===== src/rtl/alu_sequencer_if.sv =====
// Host/datapath-facing bus of alu_sequencer: program load port, start/done handshake,
// datapath status inputs and ALU/regfile control outputs.
interface alu_sequencer_if #(
  parameter int PROG_AW = 4,
  parameter int REG_AW  = 2
);
  logic               start;
  logic               prog_we;
  logic [PROG_AW-1:0] prog_addr;
  logic [11:0]        prog_data;
  logic               Zero;
  logic               Overflow;
  logic [2:0]         ALUControl;
  logic [REG_AW-1:0]  addr1;
  logic [REG_AW-1:0]  addr2;
  logic [REG_AW-1:0]  addr3;
  logic               wr;
  logic               busy;
  logic               done;
  logic [PROG_AW-1:0] pc;
  logic               ovf_flag;

  modport master (
    output start, prog_we, prog_addr, prog_data, Zero, Overflow,
    input  ALUControl, addr1, addr2, addr3, wr, busy, done, pc, ovf_flag
  );

  modport slave (
    input  start, prog_we, prog_addr, prog_data, Zero, Overflow,
    output ALUControl, addr1, addr2, addr3, wr, busy, done, pc, ovf_flag
  );
endinterface


===== src/rtl/alu_sequencer.sv =====
// Program sequencer for a regfile/ALU datapath: fetch, execute, write back one instruction at a time.
// Optional macro ALU_SEQ_BRZ_EN turns instruction class 10 into branch-on-zero (otherwise a NOP).
module alu_sequencer #(
  parameter int PROG_AW = 4,
  parameter int REG_AW  = 2
) (
  input  logic           clk,
  input  logic           rst,
  alu_sequencer_if.slave bus
);
  localparam int PROG_DEPTH = 2 ** PROG_AW;

  localparam logic [1:0] CLS_ALU = 2'b00;
  localparam logic [1:0] CLS_NOP = 2'b01;
  localparam logic [1:0] CLS_BRZ = 2'b10;

  typedef enum logic [1:0] {
    S_IDLE,
    S_FETCH,
    S_EXEC,
    S_WB
  } state_t;

  state_t             state_reg, state_next;
  logic [PROG_AW-1:0] pc_reg, pc_next;
  logic [11:0]        ir_reg;
  logic               ovf_reg, ovf_next;
  logic               done_reg, done_next;
  logic [11:0]        prog_mem [PROG_DEPTH];

  logic [1:0]         ir_class;
  logic [PROG_AW-1:0] pc_inc;

  assign ir_class = ir_reg[11:10];
  assign pc_inc   = pc_reg + PROG_AW'(1);

`ifdef ALU_SEQ_BRZ_EN
  logic z_reg, z_next;
`else
  logic unused_zero;
  assign unused_zero = bus.Zero;
`endif

  logic unused_rsvd;
  assign unused_rsvd = ir_reg[0];

  // Program store: writable only while idle so a running program never changes under itself.
  always_ff @(posedge clk) begin
    if (bus.prog_we && state_reg == S_IDLE) begin
      prog_mem[bus.prog_addr] <= bus.prog_data;
    end
  end

  always_ff @(posedge clk) begin
    if (rst) begin
      state_reg <= S_IDLE;
      pc_reg    <= '0;
      ir_reg    <= '0;
      ovf_reg   <= 1'b0;
      done_reg  <= 1'b0;
`ifdef ALU_SEQ_BRZ_EN
      z_reg     <= 1'b0;
`endif
    end else begin
      state_reg <= state_next;
      pc_reg    <= pc_next;
      ovf_reg   <= ovf_next;
      done_reg  <= done_next;
`ifdef ALU_SEQ_BRZ_EN
      z_reg     <= z_next;
`endif
      if (state_reg == S_FETCH) begin
        ir_reg <= prog_mem[pc_reg];
      end
    end
  end

  always_comb begin
    state_next = state_reg;
    pc_next    = pc_reg;
    ovf_next   = ovf_reg;
    done_next  = 1'b0;
`ifdef ALU_SEQ_BRZ_EN
    z_next     = z_reg;
`endif
    case (state_reg)
      S_IDLE: begin
        if (bus.start) begin
          state_next = S_FETCH;
          pc_next    = '0;
          ovf_next   = 1'b0;
`ifdef ALU_SEQ_BRZ_EN
          z_next     = 1'b0;
`endif
        end
      end
      S_FETCH: begin
        state_next = S_EXEC;
      end
      S_EXEC: begin
        // Zero/Overflow only ever land in flags, never straight onto an output.
        case (ir_class)
          CLS_ALU: begin
            ovf_next   = ovf_reg | bus.Overflow;
`ifdef ALU_SEQ_BRZ_EN
            z_next     = bus.Zero;
`endif
            state_next = S_WB;
          end
          CLS_NOP: begin
            pc_next    = pc_inc;
            state_next = S_FETCH;
          end
          CLS_BRZ: begin
`ifdef ALU_SEQ_BRZ_EN
            pc_next    = z_reg ? ir_reg[PROG_AW-1:0] : pc_inc;
`else
            pc_next    = pc_inc;
`endif
            state_next = S_FETCH;
          end
          default: begin
            done_next  = 1'b1;
            state_next = S_IDLE;
          end
        endcase
      end
      S_WB: begin
        pc_next    = pc_inc;
        state_next = S_FETCH;
      end
      default: begin
        state_next = S_IDLE;
      end
    endcase
  end

  // Operand/opcode fields come straight from IR, so they stay stable across EXEC and WB.
  assign bus.ALUControl = ir_reg[9:7];
  assign bus.addr1      = REG_AW'(ir_reg[6:5]);
  assign bus.addr2      = REG_AW'(ir_reg[4:3]);
  assign bus.addr3      = REG_AW'(ir_reg[2:1]);
  // Reset kills the write strobe in the same cycle so an abandoned WB never reaches the regfile.
  assign bus.wr         = (state_reg == S_WB) && !rst;
  assign bus.busy       = (state_reg != S_IDLE);
  assign bus.done       = done_reg;
  assign bus.pc         = pc_reg;
  assign bus.ovf_flag   = ovf_reg;

endmodule

===== src/flat_wrapper.sv =====
// flat-port wrapper written by rule: the top's interface ports become plain ports
module alu_sequencer_flat 
#(
  parameter int PROG_AW = 4,
  parameter int REG_AW  = 2
)
  (clk, rst, bus_start, bus_prog_we, bus_prog_addr, bus_prog_data, bus_Zero, bus_Overflow, bus_ALUControl, bus_addr1, bus_addr2, bus_addr3, bus_wr, bus_busy, bus_done, bus_pc, bus_ovf_flag);
  alu_sequencer_if #(.PROG_AW(PROG_AW), .REG_AW(REG_AW)) bus_i ();
  input  logic clk;
  input  logic rst;
  input wire logic [$bits(bus_i.start)-1:0] bus_start;
  input wire logic [$bits(bus_i.prog_we)-1:0] bus_prog_we;
  input wire logic [$bits(bus_i.prog_addr)-1:0] bus_prog_addr;
  input wire logic [$bits(bus_i.prog_data)-1:0] bus_prog_data;
  input wire logic [$bits(bus_i.Zero)-1:0] bus_Zero;
  input wire logic [$bits(bus_i.Overflow)-1:0] bus_Overflow;
  output wire logic [$bits(bus_i.ALUControl)-1:0] bus_ALUControl;
  output wire logic [$bits(bus_i.addr1)-1:0] bus_addr1;
  output wire logic [$bits(bus_i.addr2)-1:0] bus_addr2;
  output wire logic [$bits(bus_i.addr3)-1:0] bus_addr3;
  output wire logic [$bits(bus_i.wr)-1:0] bus_wr;
  output wire logic [$bits(bus_i.busy)-1:0] bus_busy;
  output wire logic [$bits(bus_i.done)-1:0] bus_done;
  output wire logic [$bits(bus_i.pc)-1:0] bus_pc;
  output wire logic [$bits(bus_i.ovf_flag)-1:0] bus_ovf_flag;
  assign bus_i.start = bus_start;
  assign bus_i.prog_we = bus_prog_we;
  assign bus_i.prog_addr = bus_prog_addr;
  assign bus_i.prog_data = bus_prog_data;
  assign bus_i.Zero = bus_Zero;
  assign bus_i.Overflow = bus_Overflow;
  assign bus_ALUControl = bus_i.ALUControl;
  assign bus_addr1 = bus_i.addr1;
  assign bus_addr2 = bus_i.addr2;
  assign bus_addr3 = bus_i.addr3;
  assign bus_wr = bus_i.wr;
  assign bus_busy = bus_i.busy;
  assign bus_done = bus_i.done;
  assign bus_pc = bus_i.pc;
  assign bus_ovf_flag = bus_i.ovf_flag;
  alu_sequencer #(.PROG_AW(PROG_AW), .REG_AW(REG_AW)) u_core (.clk(clk), .rst(rst), .bus(bus_i));
endmodule

===== config.mk =====
export PLATFORM = sky130hd
export DESIGN_NAME = alu_sequencer_flat
export DESIGN_NICKNAME = d
export VERILOG_FILES = /design/src/rtl/alu_sequencer_if.sv /design/src/rtl/alu_sequencer.sv /design/src/flat_wrapper.sv
export SDC_FILE = /design/constraint.sdc
export NUM_CORES = 1
export LEC_CHECK = 0
export ABC_AREA = 1
export CAP_MARGIN = 20
export CORE_ASPECT_RATIO = 1.4
export CORE_MARGIN = 2
export CORE_UTILIZATION = 45
export CTS_BUF_LIST = sky130_fd_sc_hd__clkbuf_8 sky130_fd_sc_hd__clkbuf_16
export CTS_CLUSTER_DIAMETER = 50
export DETAILED_ROUTE_END_ITERATION = 10
export GPL_TIMING_DRIVEN = 0
export PLACE_DENSITY = 0.65
export SKIP_CTS_REPAIR_TIMING = 1
export SLEW_MARGIN = 30
export SYNTH_ARGS = -nofsm -noshare
export SYNTH_HDL_FRONTEND = slang
export SYNTH_SLANG_ARGS = --single-unit

===== constraint.sdc =====
create_clock -name clk -period 2.01 [get_ports clk]
set_input_delay 0.402 -clock clk [delete_from_list [all_inputs] [get_ports clk]]
set_output_delay 0.402 -clock clk [all_outputs]
set_load 0.03 [all_outputs]

**After elaboration in Yosys (flattened, before gate mapping)**

Memories as Yosys holds them, arrays and structs flattened. A register that Yosys moved wholly into a read port is not among the register bits.
Index checks and enable logic that the tools add are counted.

- Memories: 1
- Register bits after elaboration: 8
- Bits in read-only memories: 0
- Output and inout port bits: 17
- Latch bits: 0
- Bits in writable memories: 192

Memories:

| memory | words | bits a word | rd ports | clocked after Yosys merged registers in | write ports | RTL line | source |
|---|---|---|---|---|---|---|---|
| u_core.prog_mem | 16 | 12 | 1 | 1 | 1 | alu_sequencer.sv:29 | `logic [11:0] prog_mem [PROG_DEPTH];` |

- Multiplexer cells: 12
- Shift-type cells: 0
- Equal/unequal tests: 8
- Reduce and logical (&&, ||, !) cells: 13
- Multipliers: 0
- Div/mod/pow operators: 0
- Add/subtract/negate cells: 1
- Bitwise operators: 2
- Order comparisons: 0

Operators by type and width:

| kind | count |
|---|---|
| $pmux 4 s3 | 1 |
| $mux 4 | 2 |
| $pmux 2 s4 | 1 |
| $eq 2x2->1 const B | 3 |
| $reduce_and 3->1 | 2 |
| $mux 1 | 5 |
| $add 4x1->4 const B | 1 |
| $eq 2x1->1 const B | 2 |
| $logic_not 2->1 | 2 |
| $ne 2x2->1 const B | 2 |
| $pmux 2 s2 | 1 |
| $reduce_bool 2->1 | 2 |
| $reduce_or 2->1 | 2 |
| $reduce_bool 3->1 | 1 |
| $reduce_or 3->1 | 1 |
| $logic_and 1x1->1 | 2 |
| $mux 2 | 1 |
| $ne 2x1->1 const B | 1 |
| $pmux 1 s2 | 1 |
| $logic_not 1->1 | 1 |
| $not 1->1 | 1 |
| $or 1x1->1 | 1 |

**Longest topological paths before layout**

- Depth in word-level cells: 4
- Mapped depth: 11
- Depth with buffers taken out: 10

**Worst setup path before layout**

OpenSTA, ideal clock, no wires.

- Path type: register to register
- Start point: register u_core.state_reg[1]
- End point: memory u_core.prog_mem[4][10] (enable)
- Period minus slack after synthesis: 1742 ps
- Path buffers: 0
- Stages on the path, launching flop included: 7
- Arrival time: 1363 ps
- Setup time: 378 ps
- Slack: 268 ps
- Cells stage by stage: dfxtp_1 -> inv_1 -> ha_1 -> nand2_1 -> inv_1 -> nand3b_1 -> nor2_1

- Cells in the longest elaborated chain, start to end: 4

RTL lines:

| what | RTL line | source |
|---|---|---|
| start: declaration | alu_sequencer.sv:24 | `state_t state_reg, state_next;` |
| start signal: assignment | alu_sequencer.sv:65 | `state_reg <= state_next;` |
| $logic_not 2->1 | alu_sequencer.sv:49 | `if (bus.prog_we && state_reg == S_IDLE) begin` |
| $logic_and 1x1->1 | alu_sequencer.sv:49 |  |
| $mux 1 | alu_sequencer.sv:49 |  |
| $mux 1 (implied by the code) | alu_sequencer.sv:50 | `prog_mem[bus.prog_addr] <= bus.prog_data;` |
| end: declaration | alu_sequencer.sv:29 |  |

No other way between the ends.

**Worst setup path in the final report**

- Start point: register u_core.state_reg[1]
- End point: memory u_core.prog_mem[10][5] (enable)

The elaborated chain is that of the path after synthesis.

==> run metrics <==
area grow syn2layout 17.8%; CP Max Fanout 11; CTS Buf Count 17; CP Class register to register; post-synth top area share between 60% and 70%; Final Instance Count excl. Fillers approximately 1100; Core ar. between 15000 and 20000 um^2; Total GRT Usage about a fifth; Worst setup EP type register; DR vias approximately 5500; crit path DAT about 2.0 ns; CTS root buf clkbuf_16; ANT nets after route 0; most used cell, CP nand2_1; global-route wire length before repair between 20000 and 30000 um; fin crit period slightly below 2 ns; top post-synthesis cells by area edfxtp_1 65%, nand2_1 11%, nand3_1 8.9%, dfxtp_1 4.7%, nor2_1 2.1%; Yosys warnings 0; asr flop ratio synth 0%; Synth cell types 22; met1 usage in global routing 23.6%; Req. time, crit path just over 2 ns; Vias per Instance approximately 5.2; Critical Path Max Stage Delay 0.50 ns; Starting Density 45.6%; Max H-tree Level 4; worst-margin pin slew just over 0.8 ns; Yosys reg bits between 150 and 200; PD cells about 1000 nW/um^2; Slew Limit Fails 0; ys flop type edfxtp_1; Crit path buffers/inverters 1; Worst path slowest cell nor2_2; vias in the first global route 5274; Slew Limit Headroom about 45%; layout cell share with drive strength beyond 1 ~12%; DRT Pass-1 Iters 6; Min-Delay Path Class input port to register; status finished clean; initial antenna violation count 0; cell class contributing the biggest share of worst-path delay simple AND/OR/NAND/NOR gates; FILL cells 1555; Clock Latency Late Sink ~0.42 ns; chip height roughly 160 um; Post-DP HPWL about 14000 um; startpoint types register; grt ovf 0; max-cap check violation count 0; syn_nets around 770; Post-synth top cells 244 x nand2_1, 176 x edfxtp_1, 145 x nand3_1, 45 x nor2_1, 27 x inv_1; Syn Area/Cell about 11 um^2; overall power approximately 10 mW; DP Cell Count just over 1000; GRT met2 Usage 38.6%; CP Cell Sequence inv_1, ha_1, nand2_1, nor2_1, nand2_1, nor2_2; pin count of the biggest net entering global routing 18; skew final 0.0110 ns; most common cell in the netlist nand2_1; Max Root-Sink Buffers 2; final hold viol count 0; I/O pin total 39; DIE AREA around 19000 um^2; Port Buffer Count 35; f_max ~510 MHz; Clock Sinks ~200; FP Rows 58; Mapped Cells between 700 and 800; diode count 0; Cell Area, Synth slightly above 8000 um^2; Post-synth EDFFs around 180; area leader, netlist edfxtp_1; final WL between 15000 and 20000 um; DRC Markers 0; LEAKAGE about 3.6 nW; GPL Wtd Cong between 0.8 and 0.9; unrepaired setup endpoints after global routing yes; initial DRC count about 500; TritonCTS clock tree yes; final setup fails 0; nets between 800 and 900; Tcrit/Tclk final 96.8%; Clock transition at path regs 0.07 ns; die width between 100 and 150 um; max reg flops 176; WL/cell approximately 19 um; Seq/Total Area, Yosys approximately 70%; Worst VDD drop 594 uV; GRT Max-Usage Layer met2; final core occ ~54%; met3 usage 3.28%
-- worst paths after layout --
check / from / end / slack (ns) / cells after the start
worst max-delay path: u_core.state_reg[1] / u_core.prog_mem[10][5] / 0.06 / 6
worst min-delay path: rst / u_core.ir_reg[1] / 0.41 / 4
worst max register to register: u_core.state_reg[1] / u_core.prog_mem[10][5] / 0.06 / 6
worst min register to register: u_core.ir_reg[1] / u_core.ir_reg[1] / 0.56 / 4
-- where the power goes --
group	switching (mW)	leakage [nW]	total (mW)	internal, mW
Sequential	0.0538	1.74	4.58	4.53
Combinational	1.32	1.57	1.99	0.663
Clock	1.44	0.299	3.43	1.99
-- logic make-up after synthesis --
kind of cell / count (synthesis) / synth area share, %
simple gates: 440 / 22.7
flops: 195 / 69.6
buf+inv: 77 / 5.12
compound gates: 15 / 1.06
fa+ha+maj: 10 / 1.54
-- cell usage in the layout, fill, tap and decap left out, drive strengths merged --
cell type	n
a211oi	4
a21oi	6
a31oi	1
buf	49
bufinv	3
clkbuf	24
clkdlybuf4s50	33
clkinvlp	3
dfxtp	19
dlymetal6s2s	1
edfxtp	176
ha	10
inv	37
nand2	245
nand3	145
nand3b	1
nor2	46
nor3	3
o21ai	4
-- final cells by class --
| class | instances | area, um^2 | share of cell area [%] |
|---|---|---|---|
| Multi-Input combinational cell | 465 | 2160 | 22.6 |
| Tap cell | 240 | 300 | 3.13 |
| Inverter | 29 | 111 | 1.16 |
| Clock inverter | 14 | 163 | 1.70 |
| Timing Repair Buffer | 41 | 443 | 4.62 |
| Sequential cell | 195 | 5670 | 59.1 |
| Buffer | 48 | 305 | 3.18 |
| Clock buffer | 18 | 439 | 4.58 |
-- per-stage QoR --
| step | setup slack, ns | area (um^2) | setup TNS, ns | hold WS [ns] |
|---|---|---|---|---|
| 2_1_floorplan | 0.268 | 8140 | 0 | 0.498 |
| 3_3_place_gp | -0.540 | 8790 | -62.07 | 0.523 |
| 3_5_place_dp | -0.406 | 8800 | -53.99 | 0.547 |
| 4_1_cts | -0.352 | 9400 | -21.76 | 0.400 |
| 5_1_grt | -0.0407 | 9590 | -0.872 | 0.425 |
| 6_report | 0.0641 | 9590 | 0 | 0.411 |
-- tightest hold or removal path, delay by kind of cell --
family	cells	cell delay (ns)
buf+inv	2	0.21
simple gates	2	0.19
-- per-layer routing --
| metal | vias up | share of wire [%] |
|---|---|---|
| met5 | - | 0 |
| met3 | 38 | 4.6 |
| met1 | 2594 | 39 |
| met4 | 0 | 3.0 |
| li1 | 2627 | - |
| met2 | 197 | 54 |
Note: power is estimated with default switching activity, not from simulation.
